===== src/rtl/u409_xfer_ack_engine_if.sv =====
// Bus-side signal bundle for the transfer acknowledge engine.
// Transfer handshake: the master drops nTS for one edge with a one-hot REGION_HIT; the engine answers with a
// single-cycle DSACK (port-size code) or a single-cycle nBERR, holds BUSY until back in IDLE, and ignores nTS meanwhile.
interface u409_xfer_ack_engine_if #(
  parameter int NREG = 4,
  parameter int WS_W = 4
);
  logic                   nTS;
  logic [NREG-1:0]        REGION_HIT;
  logic [NREG*WS_W-1:0]   REGION_WS;
  logic [NREG*2-1:0]      REGION_PORT;
  logic [NREG-1:0]        REGION_EXT;
  logic [NREG-1:0]        EXT_RDY;
  logic [1:0]             DSACK;
  logic                   nBERR;
  logic                   BUSY;
  logic [2:0]             dbg_state;

  modport slave (
    input  nTS, REGION_HIT, REGION_WS, REGION_PORT, REGION_EXT, EXT_RDY,
    output DSACK, nBERR, BUSY, dbg_state
  );

  modport master (
    output nTS, REGION_HIT, REGION_WS, REGION_PORT, REGION_EXT, EXT_RDY,
    input  DSACK, nBERR, BUSY, dbg_state
  );
endinterface


===== src/rtl/u409_xfer_ack_engine.sv =====
// Region-decoded transfer acknowledge engine: wait states, external ready, bus-error timeout.
// All bus outputs are registered from the next-state decode, so nothing combinational reaches the pins.
module u409_xfer_ack_engine #(
  parameter int NREG   = 4,
  parameter int WS_W   = 4,
  parameter int TO_CYC = 255
) (
  input  logic                   CLK40,
  input  logic                   nRESET,
  u409_xfer_ack_engine_if.slave  bus
);

  localparam int IDX_W = (NREG > 1) ? $clog2(NREG) : 1;
  localparam int TO_W  = $clog2(TO_CYC);

  localparam logic [2:0] S_IDLE    = 3'd0;
  localparam logic [2:0] S_WAIT    = 3'd1;
  localparam logic [2:0] S_ACK     = 3'd2;
  localparam logic [2:0] S_BERR    = 3'd3;
  localparam logic [2:0] S_RECOVER = 3'd4;

  localparam logic [TO_W-1:0] TO_LAST = TO_W'(TO_CYC - 1);

  logic [2:0]       r_state;
  logic [IDX_W-1:0] r_idx;
  logic [WS_W-1:0]  r_wcnt;
  logic [TO_W-1:0]  r_tcnt;
  logic [1:0]       r_port;
  logic             r_ext;
  logic [1:0]       r_dsack;
  logic             r_nberr;
  logic             r_busy;

  logic [IDX_W-1:0] w_sel_idx;
  logic [WS_W-1:0]  w_sel_ws;
  logic [1:0]       w_sel_port;
  logic             w_sel_ext;
  logic             w_hit_any;
  logic             w_capture;
  logic             w_ack_now;
  logic [2:0]       w_next;
  logic [WS_W-1:0]  w_wcnt_nxt;
  logic [TO_W-1:0]  w_tcnt_nxt;
  logic [1:0]       w_port_code;

  // Descending scan so the lowest set REGION_HIT bit is the one left selected.
  always_comb begin
    w_sel_idx  = '0;
    w_sel_ws   = '0;
    w_sel_port = '0;
    w_sel_ext  = 1'b0;
    for (int i = NREG - 1; i >= 0; i--) begin
      if (bus.REGION_HIT[i]) begin
        w_sel_idx  = IDX_W'(i);
        w_sel_ws   = bus.REGION_WS[i*WS_W +: WS_W];
        w_sel_port = bus.REGION_PORT[i*2 +: 2];
        w_sel_ext  = bus.REGION_EXT[i];
      end
    end
  end

  assign w_hit_any   = |bus.REGION_HIT;
  assign w_capture   = (r_state == S_IDLE) && !bus.nTS && w_hit_any;
  assign w_ack_now   = (r_wcnt == '0) && (!r_ext || bus.EXT_RDY[r_idx]);
  assign w_port_code = (r_port == 2'b11) ? 2'b00 : r_port;

  always_comb begin
    w_next     = r_state;
    w_wcnt_nxt = r_wcnt;
    w_tcnt_nxt = r_tcnt;
    case (r_state)
      S_IDLE: begin
        if (w_capture) begin
          w_next     = S_WAIT;
          w_wcnt_nxt = w_sel_ws;
          w_tcnt_nxt = '0;
        end
      end
      S_WAIT: begin
        if (r_wcnt != '0) w_wcnt_nxt = r_wcnt - 1'b1;
        // An acknowledge on the timeout edge takes precedence over the bus error.
        if (w_ack_now)              w_next = S_ACK;
        else if (r_tcnt == TO_LAST) w_next = S_BERR;
        else                        w_tcnt_nxt = r_tcnt + 1'b1;
      end
      S_ACK:     w_next = S_RECOVER;
      S_BERR:    w_next = S_RECOVER;
      S_RECOVER: w_next = S_IDLE;
      default:   w_next = S_IDLE;
    endcase
  end

  always_ff @(posedge CLK40 or negedge nRESET) begin
    if (!nRESET) begin
      r_state <= S_IDLE;
      r_idx   <= '0;
      r_wcnt  <= '0;
      r_tcnt  <= '0;
      r_port  <= 2'b00;
      r_ext   <= 1'b0;
      r_dsack <= 2'b11;
      r_nberr <= 1'b1;
      r_busy  <= 1'b0;
    end else begin
      r_state <= w_next;
      r_wcnt  <= w_wcnt_nxt;
      r_tcnt  <= w_tcnt_nxt;
      if (w_capture) begin
        r_idx  <= w_sel_idx;
        r_port <= w_sel_port;
        r_ext  <= w_sel_ext;
      end
      r_dsack <= (w_next == S_ACK) ? w_port_code : 2'b11;
      r_nberr <= (w_next != S_BERR);
      r_busy  <= (w_next != S_IDLE);
    end
  end

  assign bus.DSACK     = r_dsack;
  assign bus.nBERR     = r_nberr;
  assign bus.BUSY      = r_busy;
  assign bus.dbg_state = r_state;

endmodule


===== src/flat_wrapper.sv =====
// flat-port wrapper written by rule: the top's interface ports become plain ports
module u409_xfer_ack_engine_flat 
#(
  parameter int NREG   = 4,
  parameter int WS_W   = 4,
  parameter int TO_CYC = 255
)
  (CLK40, nRESET, bus_nTS, bus_REGION_HIT, bus_REGION_WS, bus_REGION_PORT, bus_REGION_EXT, bus_EXT_RDY, bus_DSACK, bus_nBERR, bus_BUSY, bus_dbg_state);
  u409_xfer_ack_engine_if #(.NREG(NREG), .WS_W(WS_W)) bus_i ();
  input  logic CLK40;
  input  logic nRESET;
  input wire logic [$bits(bus_i.nTS)-1:0] bus_nTS;
  input wire logic [$bits(bus_i.REGION_HIT)-1:0] bus_REGION_HIT;
  input wire logic [$bits(bus_i.REGION_WS)-1:0] bus_REGION_WS;
  input wire logic [$bits(bus_i.REGION_PORT)-1:0] bus_REGION_PORT;
  input wire logic [$bits(bus_i.REGION_EXT)-1:0] bus_REGION_EXT;
  input wire logic [$bits(bus_i.EXT_RDY)-1:0] bus_EXT_RDY;
  output wire logic [$bits(bus_i.DSACK)-1:0] bus_DSACK;
  output wire logic [$bits(bus_i.nBERR)-1:0] bus_nBERR;
  output wire logic [$bits(bus_i.BUSY)-1:0] bus_BUSY;
  output wire logic [$bits(bus_i.dbg_state)-1:0] bus_dbg_state;
  assign bus_i.nTS = bus_nTS;
  assign bus_i.REGION_HIT = bus_REGION_HIT;
  assign bus_i.REGION_WS = bus_REGION_WS;
  assign bus_i.REGION_PORT = bus_REGION_PORT;
  assign bus_i.REGION_EXT = bus_REGION_EXT;
  assign bus_i.EXT_RDY = bus_EXT_RDY;
  assign bus_DSACK = bus_i.DSACK;
  assign bus_nBERR = bus_i.nBERR;
  assign bus_BUSY = bus_i.BUSY;
  assign bus_dbg_state = bus_i.dbg_state;
  u409_xfer_ack_engine #(.NREG(NREG), .WS_W(WS_W), .TO_CYC(TO_CYC)) u_core (.CLK40(CLK40), .nRESET(nRESET), .bus(bus_i));
endmodule

===== config.mk =====
export PLATFORM = sky130hd
export DESIGN_NAME = u409_xfer_ack_engine_flat
export DESIGN_NICKNAME = d
export VERILOG_FILES = /design/src/rtl/u409_xfer_ack_engine_if.sv /design/src/rtl/u409_xfer_ack_engine.sv /design/src/flat_wrapper.sv
export SDC_FILE = /design/constraint.sdc
export NUM_CORES = 1
export LEC_CHECK = 0
export ABC_AREA = 1
export BUFFER_PORTS_ARGS = -buffer_cell sky130_fd_sc_hd__buf_2
export CAP_MARGIN = 20
export CORE_AREA = 4 4 72 74
export DETAILED_ROUTE_END_ITERATION = 6
export DIE_AREA = 0 0 76 78
export PLACE_DENSITY = 0.62
export SLEW_MARGIN = 20
export SYNTH_ARGS = -nofsm -noshare
export SYNTH_HDL_FRONTEND = slang
export SYNTH_SLANG_ARGS = --single-unit

===== constraint.sdc =====
create_clock -name CLK40 -period 1.8 [get_ports CLK40]
set_clock_uncertainty 0.1 [all_clocks]
set_input_delay 0.18 -clock CLK40 [delete_from_list [all_inputs] [get_ports CLK40]]
set_output_delay 0.18 -clock CLK40 [all_outputs]
set_load 0.05 [all_outputs]

Yosys cells after proc, flatten, opt, wreduce, memory -nomap -nowiden
Cells that the tools add are included.
{"block": "classes", "n_reduce_logical": 15, "order_cmp": 1, "n_eq_ne": 11, "mux": 31, "n_addsub": 2}
{"operator": "$mux 4", "count": 6}
{"operator": "$mux 8", "count": 3}
{"operator": "$mux 2", "count": 10}
{"operator": "$pmux 8 s2", "count": 1}
{"operator": "$eq 3x2->1 const B", "count": 3}
{"operator": "$mux 3", "count": 3}
{"operator": "$pmux 3 s3", "count": 1}
{"operator": "$add 8x1->8 const B", "count": 1}
{"operator": "$eq 8x8->1 const B", "count": 1}
{"operator": "$pmux 4 s2", "count": 1}
{"operator": "$mux 1", "count": 5}
{"operator": "$logic_not 4->1", "count": 1}
{"operator": "$ne 2x1->1 const B", "count": 2}
{"operator": "$ne 2x2->1 const B", "count": 2}
{"operator": "$reduce_and 4->1", "count": 1}
{"operator": "$reduce_bool 4->1", "count": 1}
{"operator": "$reduce_or 4->1", "count": 1}
{"operator": "$sub 4x1->4 const B", "count": 1}
{"operator": "$eq 3x1->1 const B", "count": 1}
{"operator": "$logic_and 1x1->1", "count": 3}
{"operator": "$logic_not 3->1", "count": 1}
{"operator": "$lt 2x3->1 const B", "count": 1}
{"operator": "$ne 3x2->1 const B", "count": 1}
{"operator": "$reduce_and 3->1", "count": 1}
{"operator": "other kinds (7)", "count": 8}
{"block": "totals", "ff_bits": 24, "out_inout_bits": 7}

Longest topological paths before layout
Gate-level depths: netlist of the first run.
{"block": "depth", "depth_word": 8, "depth_mapped": 10, "mapped_depth_nobuf": 10}

Worst setup path after synthesis of the first run
OpenSTA, ideal clock, no wires.
{"block": "synth_timing", "path_type": "reg2reg", "startpoint": "reg u_core.r_state[0] (netlist: u_core.bus.dbg_state[0])", "endpoint": "reg u_core.r_tcnt[2]", "slack_ns": 0.018, "path_buffers": 0, "arrival_time_ns": 1.615, "t_required_ns": 1.633, "stages_incl_launch_ff": 7, "path_cell_list": "dfrtp_1 > inv_1 > nor2_4 > nand3_1 > nand3_2 > nand2_1 > nand2_1"}
{"block": "synth_via", "elab_chain_len": 5}
{"element": "start, declared", "line": "u409_xfer_ack_engine.sv:24", "text": "logic [2:0] r_state;"}
{"element": "start signal, assigned", "line": "u409_xfer_ack_engine.sv:105", "text": "r_state <= w_next;"}
{"element": "$logic_not 3->1", "line": "u409_xfer_ack_engine.sv:63, u409_xfer_ack_engine.sv:71"}
{"element": "$logic_and 1x1->1 (2 in series)", "line": "u409_xfer_ack_engine.sv:63", "text": "assign w_capture = (r_state == S_IDLE) && !bus.nTS && w_hit_any;"}
{"element": "$ne 2x1->1 (no source line)"}
{"element": "$reduce_and 4->1 (no source line)"}
{"element": "end signal, assigned", "line": "u409_xfer_ack_engine.sv:107", "text": "r_tcnt <= w_tcnt_nxt;"}
{"element": "end, declared", "line": "u409_xfer_ack_engine.sv:27", "text": "logic [TO_W-1:0] r_tcnt;"}
Several ways; a longest one is shown, not always the timed one.
A chain may end at the register's enable or synchronous reset.

Worst setup path after layout of the first run
{"block": "layout_timing", "startpoint": "reg u_core.r_tcnt[0]", "endpoint": "reg u_core.r_tcnt[6]"}
{"block": "layout_via", "elab_chain_len": 4}
{"element": "$add 8x1->8", "line": "u409_xfer_ack_engine.sv:84", "text": "else w_tcnt_nxt = r_tcnt + 1'b1;"}
{"element": "$mux 8", "line": "u409_xfer_ack_engine.sv:83", "text": "else if (r_tcnt == TO_LAST) w_next = S_BERR;"}
{"element": "$mux 8", "line": "u409_xfer_ack_engine.sv:82", "text": "if (w_ack_now) w_next = S_ACK;"}
{"element": "$pmux 8 s2", "line": "u409_xfer_ack_engine.sv:71", "text": "case (r_state)"}
Several ways; a longest one is shown, not always the timed one. The select of a mux whose other input is x is not followed.

==> summary.md, run 1 <==
| Metric | Value |
|---|---|
| Number of global-route vias before repair | `approximately 1500` |
| Htree depth | `1` |
| Die height | `roughly 80 um` |
| First-pass GRT wire length | `6520 um` |
| Yosys top cell by area | `dfrtp_1` |
| Synth Warn # | `0` |
| Register area share after synthesis | `roughly two fifths` |
| Post-synth top cells | `nand2_1 (65), nor2_1 (27), inv_1 (24)` |
| R2R Setup Slk | `180 ps` |
| Initial DRC Count | `70` |
| Switching power total | `1129 uW` |
| Placed Cells | `316` |
| Net Sw Frac | `45.63%` |
| Tcrit/Tclk final | `90.08%` |
| Hold slack | `160.1 ps` |
| DRC Markers | `0` |
| Reg-to-reg critical path endpoint | `u_core.r_tcnt[6]` |
| Top-count cell post-synth | `nand2_1` |
| Setup_tns | `0 ps` |
| Total routed wirelength | `~3700 um` |
| Drt wl/cell | `~11 um` |
| EDFF count, synth | `0` |
| Hold Startpoint | `bus_REGION_WS[7]` |
| Clock share of power | `13.6%` |
| Async set or reset register ratio after synthesis | `100.0%` |
| Reg power frac | `between 30% and 40%` |
| Startpoint Class | `register` |
| Syn avg cell area | `7.189 um^2` |
| Hold path cells | `3` |
| Worst rel slew slack | `63.48%` |
| Final ANT Viol Nets | `0` |
| Fin. Hold Viols | `0` |
| Worst-skew pair later-pin latency | `270 ps` |
| Hpwl dp | `2923 um` |
| Max-cap violations | `0` |
| Library cells used by synthesis | `34` |
| Largest net degree at the start of global routing | `25` |
| Post CTS Setup Buffer Count | `0` |
| Clock-pin slew on the worst setup and hold paths | `about 90 ps` |
| CTS sink cnt | `24` |
| CP Class | `reg2reg` |
| Pint | `approximately 1300 uW` |
| Reg2Reg Depth | `8` |
| Synthesized instance count | `216` |
| Clk buf depth | `2` |
| Netlist Area Pre-Place | `1553 um^2` |
| Leakage | `between 0.0009 and 0.001 uW` |
| Peak supply drop | `0.0003951 V` |
| Die area | `around 5900 um^2` |
| Arrival @ worst endpoint | `1690 ps` |
| CTS tree | `yes` |
| Rows | `25` |
| Die Span X | `76 um` |
| Drt via density | `roughly 4.7` |
| CTS Root Cell | `clkbuf_8` |
| Detailed-router iteration count before antenna repair | `4` |
| Comb pwr share | `around 51%` |
| Crit end category | `register` |
| Initial core utilization | `33.77%` |
| Power density over the cells | `between 1000 and 1500 nW/um^2` |
| Ant. Diodes | `0` |
| GRT Total Usage | `13.10%` |
| Core Area | `4598 um^2` |
| Final setup viols | `0` |
| F_max | `616.8 MHz` |
| Routability cong. | `0.8237` |
| Outcome | `finished, final reports clean` |
| Final #Nets | `310` |
| Syn nets | `258` |
| HP Class | `in2reg` |
| Area share of the largest cell type after synthesis | `approximately a third` |
| Slew at the pin closest to its max-slew limit | `547.8 ps` |
| #FFs+latches synth | `24` |
| Area delta synth->final | `23.85%` |
| Synth top area cells | `dfrtp_1 (34%), nand2_1 (16%), nor2_1 (6.5%), inv_1 (5.8%), dfstp_2 (5.1%)` |
| Total number of vias | `1493` |
| Total grt overflow | `0` |
| Max Slew Vio Count | `0` |
| Worst EP required | `1870 ps` |
| Max Fanout on Critical Path | `6` |
| Initial antenna violation count | `0` |
| Hold EP | `u_core.r_wcnt[3]` |
| Port bufs | `45` |
| Ys flop type | `dfrtp_1` |
| Cts bufs inserted | `3` |
| Final worst path period need | `1621 ps` |
| Unrepaired setup endpoints after global routing | `false` |
| Layout cells sized above 1 | `26.22%` |
| Worst reg2reg startpoint | `u_core.r_tcnt[0]` |
| Final Instance Count excl. Fillers | `321` |
| I/O pin cnt | `46` |
-- cells by family after synthesis --
family,Yosys count,share of synthesized area [%]
AND/OR/NAND/NOR,119,33.93
AO/OA/AOI/OAI,36,14.91
buffers and inverters,31,8.139
flip-flops,24,38.92
adder cells (fa/ha/maj),3,2.418
XOR/XNOR,3,1.692
-- power groups by stage --
| stage | clock network [uW] | logic, uW | registers, uW |
|---|---|---|---|
| 2_1_floorplan | 0 | 843 | 975 |
| 3_3_place_gp | 0 | 1230 | 890 |
| 5_1_grt | 363 | 1450 | 916 |
| 4_1_cts | 342 | 1260 | 879 |
| 3_5_place_dp | 0 | 1260 | 889 |
| 6_report | 335 | 1260 | 879 |
-- metal layers --
metal  global-route usage, %  vias to the layer above  wire length [um]
met4                   4.626                        0                38
li1                        -                      802                 -
met1                   16.52                      643              1805
met2                   21.92                       44              1602
met5                       0                        -                 0
met3                   2.784                        4               234
-- worst max path at each step --
stage                            start               end  slack (ps)  cells after the start
2_1_floorplan  u_core.bus.dbg_state[0]  u_core.r_tcnt[2]          20                      6
3_3_place_gp          u_core.r_wcnt[0]  u_core.r_tcnt[2]         140                      8
3_5_place_dp          u_core.r_wcnt[0]  u_core.r_tcnt[2]          70                      8
4_1_cts               u_core.r_wcnt[0]  u_core.r_tcnt[2]          50                      8
5_1_grt               u_core.r_tcnt[0]  u_core.r_tcnt[3]          10                      8
6_report              u_core.r_tcnt[0]  u_core.r_tcnt[6]         180                      8
-- worst max-delay path, stage by stage, from the launching register on --
cell     delay, ps
dfrtp_1        430
inv_1          120
ha_1           150
nand2_1         40
nor2_1         170
a31oi_2        140
buf_4          190
nand4_1        100
nand2_1         70
-- placed cells by master, fill, tap and decap left out, types with 2 or more instances in the layout --
cell type	instances
inv_1	24
o21ai_0	8
buf_2	45
nor2_1	27
clkbuf_8	3
nand3_1	9
nand2_1	65
dfrtp_1	21
o22ai_1	3
nand4_1	8
dfstp_2	3
nor2_4	2
o31ai_1	3
buf_4	5
a31oi_1	2
a21o_1	2
inv_2	2
o211ai_1	2
xor2_1	2
a21oi_1	11
nand3_2	2
ha_1	3
-- final cells by class --
class	instances	area, um^2
Sequential cell	24	604.3
Fill cell	497	2675
Timing Repair Buffer	51	272.8
Tap cell	54	67.56
Multi-Input combinational cell	161	832.0
Clock buffer	4	45.04
Inverter	27	101.3
-- stage by stage --
stage	utilization, %	area [um^2]	setup slack, ps	power (uW)
2_1_floorplan	-	1553	18.13	1817
3_3_place_gp	40.41	1858	142.1	2121
3_5_place_dp	40.41	1858	74.64	2147
4_1_cts	41.61	1913	51.90	2486
5_1_grt	41.82	1923	11.86	2729
6_report	41.82	1923	178.6	2474
-- registers in the layout, indices dropped and copies added (netlist names), 2 cells and up --
signal	flops
u_core.r_wcnt	4
u_core.bus.dbg_state	3
u_core.r_port	2
u_core.bus.DSACK	2
u_core.r_tcnt	8
u_core.r_idx	2
-- repair_timing --
action / CTS / global route
endpoints found under the setup margin: 0 / 13
hold buffers: 1 / 0
hold endpoints to repair: 21 / 0
resized for setup: 0 / 2
(Power assumes the default switching activity.)
==> inputs of run 2 (changes only) <==
--- a/config.mk
+++ b/config.mk
@@ -16,3 +16,4 @@
 export SYNTH_ARGS = -nofsm -noshare
 export SYNTH_HDL_FRONTEND = slang
 export SYNTH_SLANG_ARGS = --single-unit
+export TNS_END_PERCENT = 100
==> constraint.sdc (replaced) <==
create_clock -name CLK40 -period 1.8 [get_ports CLK40]
set_clock_uncertainty 0.1 [all_clocks]
set_input_delay 0.09 -clock CLK40 [delete_from_list [all_inputs] [get_ports CLK40]]
set_output_delay 0.09 -clock CLK40 [all_outputs]
set_load 0.05 [all_outputs]
==> summary.md, run 2 (synthesized netlist as in run 1, its figures left out) <==
| Metric | Value |
|---|---|
| Outcome | `finished, final reports clean` |
| Power Total | `2634 uW` |
| Core Area | `4598 um^2` |
| Htree depth | `1` |
| Setup_tns | `0 ps` |
| Initial core utilization | `33.77%` |
| Final setup viols | `0` |
| GRT Total Usage | `12.94%` |
| Fin. Hold Viols | `0` |
| Worst EP required | `between 1500 and 2000 ps` |
| Crit end category | `register` |
| Drt wl/cell | `about 11 um` |
| Net Sw Frac | `43.51%` |
| Final core utilization | `between 40% and 50%` |
| Initial antenna violation count | `0` |
| Max reg flops | `8` |
| Layout cells sized above 1 | `26.69%` |
| Clock share of power | `17.7%` |
| Top reg by flops | `u_core.r_tcnt` |
| Reg2Reg Depth | `8` |
| Switching power total | `between 1000 and 1500 uW` |
| Clk buf depth | `2` |
| CTS Root Cell | `clkbuf_8` |
| Number of global-route vias before repair | `1466` |
| HP Class | `in2reg` |
| First-pass GRT wire length | `6492 um` |
| Peak supply drop | `0.0004772 V` |
| Worst-skew pair later-pin latency | `260 ps` |
| Slew at the pin closest to its max-slew limit | `roughly 530 ps` |
| Hold path cells | `3` |
| Reg-to-reg critical path endpoint | `u_core.r_tcnt[5]` |
| Detailed-router iteration count before antenna repair | `4` |
| Post-DP Area | `1851 um^2` |
| Ant. Diodes | `0` |
| Final ANT Viol Nets | `0` |
| Design area | `1951 um^2` |
| Top Metal Used | `met4` |
| CTS sink cnt | `24` |
| Tcrit/Tclk final | `88.44%` |
| Initial DRC Count | `94` |
| Routability cong. | `0.8189` |
| Most frequent cells in the layout | `nand2_1 (64), buf_2 (45), nor2_1 (27), inv_1 (24), dfrtp_1 (21)` |
| Total number of vias | `roughly 1500` |
| Met1 Routed Length | `1735 um` |
| Startpoint Class | `register` |
| Final #Nets | `309` |
| Die area | `5928 um^2` |
| Drt via density | `4.794` |
| Pint | `1488 uW` |
| DR WL met2 | `~1600 um` |
| Cts bufs inserted | `3` |
| CP Class | `reg2reg` |
| Final worst path period need | `1592 ps` |
| Worst reg2reg startpoint | `u_core.r_tcnt[0]` |
| Rows | `25` |
| Die Span X | `76 um` |
| Unrepaired setup endpoints after global routing | `false` |
| Comb pwr share | `approximately 48%` |
| Max Slew Vio Count | `0` |
| Arrival @ worst endpoint | `1650 ps` |
| Power density over the cells | `around 1400 nW/um^2` |
| Total routed wirelength | `approximately 3600 um` |
| CTS tree | `yes` |
| Largest net degree at the start of global routing | `25` |
| Hold Startpoint | `bus_REGION_PORT[7]` |
| Clock-pin slew on the worst setup and hold paths | `90 ps` |
| Area delta synth->final | `25.62%` |
| Reg power frac | `33.9%` |
| F_max | `628.2 MHz` |
| Hpwl dp | `2940 um` |
| DRC Markers | `0` |
| Hold EP | `u_core.r_port[1]` |
| Max Fanout on Critical Path | `6` |
| Most common cell after layout, fill and taps aside | `nand2_1` |
| Max-cap violations | `0` |
| Met3 wire length | `266 um` |
| Port bufs | `45` |
| R2R Setup Slk | `210 ps` |
| Total grt overflow | `0` |
| Leakage | `0.0009914 uW` |
| Worst rel slew slack | `64.87%` |
| I/O pin cnt | `46` |
| Die height | `78 um` |
run 2: how the worst max path moves through the flow:
stage                                        from          endpoint  slack (ps)
after detailed placement         u_core.r_wcnt[0]  u_core.r_tcnt[1]          60
final                            u_core.r_tcnt[0]  u_core.r_tcnt[5]         210
after CTS                        u_core.r_wcnt[0]  u_core.r_tcnt[1]          40
after floorplan           u_core.bus.dbg_state[0]  u_core.r_tcnt[2]          20
after global routing             u_core.r_wcnt[0]  u_core.r_tcnt[3]          40
after global placement           u_core.r_wcnt[0]  u_core.r_tcnt[2]         150
run 2: area by class of cell:
cell class	count	area [um^2]
inverters	27	101.3
well taps	54	67.56
flip-flops and latches	24	604.3
repair buffers	50	265.3
multi-input cells	161	840.8
clock inverters	1	30.03
fillers	463	2648
clock buffers	3	41.29
run 2: routing by layer:
metal,vias up,global-route usage (%)
met2,55,20.98
li1,801,-
met5,-,0
met1,674,17.36
met4,0,3.737
met3,4,2.552
run 2: power groups by stage:
stage / sequential [uW] / combinational, uW / clock (uW)
global route: 922 / 1460 / 514
CTS: 881 / 1260 / 487
floorplan: 975 / 843 / 0
detailed placement: 892 / 1260 / 0
finish: 892 / 1280 / 467
global placement: 889 / 1230 / 0
run 2: per-stage QoR:
step / hold WS, ps / cells / worst slack, ps
finish: 70.07 / 320 / 208.1
global route: 69.97 / 320 / 40.31
CTS: 57.86 / 320 / 37.91
detailed placement: 8.206 / 315 / 59.99
global placement: -3.508 / 315 / 145.5
floorplan: -305.6 / 216 / 18.13
run 2: worst max-delay path: stages (launching register included):
cell and delay [ps]:
dfrtp_1 420, inv_1 120, ha_1 150, nand2_1 50, nor2_1 170, a31oi_2 130, buf_4 180, nand4_1 100
nand2_1 60
run 2: timing repair:
item | CTS | global route
hold endpoints to repair | 21 | 0
gates resized for setup | 0 | 4
endpoints found under the setup margin | 0 | 14
buffers inserted | 0 | 0
hold buffers | 1 | 0
==> inputs of run 3 (changes only) <==
--- a/config.mk
+++ b/config.mk
@@ -6,13 +6,13 @@
 export NUM_CORES = 1
 export LEC_CHECK = 0
 export ABC_AREA = 1
-export BUFFER_PORTS_ARGS = -buffer_cell sky130_fd_sc_hd__buf_2
+export BUFFER_PORTS_ARGS = -buffer_cell sky130_fd_sc_hd__buf_4
 export CAP_MARGIN = 20
 export CORE_AREA = 4 4 72 74
 export DETAILED_ROUTE_END_ITERATION = 6
 export DIE_AREA = 0 0 76 78
 export PLACE_DENSITY = 0.62
-export SLEW_MARGIN = 20
+export SLEW_MARGIN = 25
 export SYNTH_ARGS = -nofsm -noshare
 export SYNTH_HDL_FRONTEND = slang
 export SYNTH_SLANG_ARGS = --single-unit
==> summary.md, run 3 (synthesized netlist as in run 1, its figures left out) <==
| Metric | Value |
|---|---|
| Worst rel slew slack | `71.51%` |
| R2R Setup Slk | `210 ps` |
| Die area | `5928 um^2` |
| Clk buf depth | `2` |
| Power density over the cells | `1290 nW/um^2` |
| Reg2Reg Depth | `9` |
| Largest net degree at the start of global routing | `25` |
| Clock-pin slew on the worst setup and hold paths | `90 ps` |
| Hold Startpoint | `bus_REGION_WS[6]` |
| Initial core utilization | `approximately a third` |
| Design area | `2054 um^2` |
| DRC Markers | `0` |
| Outcome | `finished, final reports clean` |
| Max Fanout on Critical Path | `6` |
| CTS sink cnt | `24` |
| Total routed wirelength | `between 3000 and 4000 um` |
| Die height | `78 um` |
| Worst reg2reg startpoint | `u_core.r_wcnt[0]` |
| F_max | `628.0 MHz` |
| Initial DRC Count | `83` |
| Final setup viols | `0` |
| Arrival @ worst endpoint | `1650 ps` |
| Slew at the pin closest to its max-slew limit | `425.7 ps` |
| Post-DP Area | `roughly 2000 um^2` |
| Top reg by flops | `u_core.r_tcnt` |
| Worst-skew pair later-pin latency | `~270 ps` |
| Drt wl/cell | `11.56 um` |
| Most frequent cells in the layout | `nand2_1 (65), buf_4 (49), nor2_1 (27), inv_1 (24), dfrtp_1 (21)` |
| Initial antenna violation count | `0` |
| Hpwl dp | `2985 um` |
| Cts bufs inserted | `3` |
| Max-cap violations | `0` |
| Total number of vias | `~1500` |
| Hold EP | `u_core.r_wcnt[2]` |
| Crit end category | `register` |
| HP Class | `in2reg` |
| Core Area | `4598 um^2` |
| Ant. Diodes | `0` |
| Rows | `25` |
| Layout cells sized above 1 | `between 20% and 30%` |
| Hold slack | `about 70 ps` |
| Routability cong. | `between 0.7 and 0.8` |
| Setup_tns | `0 ps` |
| Leakage | `roughly 0.0010 uW` |
| Final ANT Viol Nets | `0` |
| Peak supply drop | `about 0.0006 V` |
| Worst EP required | `1860 ps` |
| Final worst path period need | `1592 ps` |
| Htree depth | `1` |
| CTS Root Cell | `clkbuf_8` |
| Die Span X | `76 um` |
| GRT Total Usage | `12.44%` |
| Detailed-router iteration count before antenna repair | `4` |
| Drt via density | `4.775` |
| CP Class | `reg2reg` |
| Fin. Hold Viols | `0` |
| Hold path cells | `3` |
| Number of global-route vias before repair | `around 1500` |
| Final #Nets | `309` |
| Total grt overflow | `0` |
| Reg-to-reg critical path endpoint | `u_core.r_wcnt[0]` |
| Startpoint Class | `register` |
| Max reg flops | `8` |
| First-pass GRT wire length | `6272 um` |
| Most common cell after layout, fill and taps aside | `nand2_1` |
| Port bufs | `45` |
| I/O pin cnt | `between 40 and 50` |
| Tcrit/Tclk final | `88.46%` |
| CTS tree | `yes` |
| Max Slew Vio Count | `0` |
| Unrepaired setup endpoints after global routing | `false` |
| Area delta synth->final | `32.31%` |
-- run 3: worst max path at each step --
stage                                        from               end  slack, ps  cells past startpoint
after floorplan           u_core.bus.dbg_state[0]  u_core.r_tcnt[2]         20                      6
after global placement           u_core.r_wcnt[0]  u_core.r_tcnt[1]        150                      8
after detailed placement         u_core.r_wcnt[0]  u_core.r_tcnt[1]         90                      8
after CTS                        u_core.r_wcnt[0]  u_core.r_tcnt[1]         70                      8
after global routing             u_core.r_wcnt[0]  u_core.r_wcnt[3]         70                     10
final                            u_core.r_wcnt[0]  u_core.r_wcnt[0]        210                      9
-- run 3: layout make-up --
class,instances,area (um^2)
clock buffer,3,41.29
clock inverter,1,30.03
fill,469,2544
inverter,27,101.3
multi-input combinational,161,832.0
sequential,24,604.3
tap,54,67.56
timing repair buffer,50,377.9
-- run 3: what timing repair did --
item                                    4_1_cts  5_1_grt
hold buffers                                  1        0
resized for setup                             0        2
buffers inserted                              0        0
hold endpoints to repair                     24        0
endpoints found under the setup margin        0       10
-- run 3: report_power, final --
group	switching [uW]	leakage (uW)	internal (uW)
sequential	159	0.000295	725
combinational	796	0.000699	496
clock	177	0.0000357	297
-- run 3: per-layer routing --
layer | wire length, um | track usage (%) | share of wire (%)
met5 | 0 | 0 | 0
met4 | 28 | 2.135 | 0.76
met3 | 288 | 3.248 | 7.8
met2 | 1702 | 21.58 | 46
met1 | 1678 | 15.61 | 45
-- run 3: worst max-delay path, stage by stage, from the launching register on --
cell     delay, ps
dfrtp_1        410
inv_1           70
ha_1           160
inv_1           60
nor3_2         190
inv_1           70
nand2_1        110
nand2_2        110
nor2_1         160
a21oi_1         50
-- run 3: per-stage QoR --
stage / total power (uW) / setup WS (ps) / std cells / util, %
final: 2651 / 207.7 / 320 / 44.68
after global routing: 2884 / 74.28 / 320 / 44.68
after CTS: 2665 / 67.37 / 320 / 44.46
after detailed placement: 2184 / 88.41 / 315 / 42.69
after global placement: 2161 / 149.4 / 315 / 42.69
after floorplan: 1817 / 18.13 / 216 / -
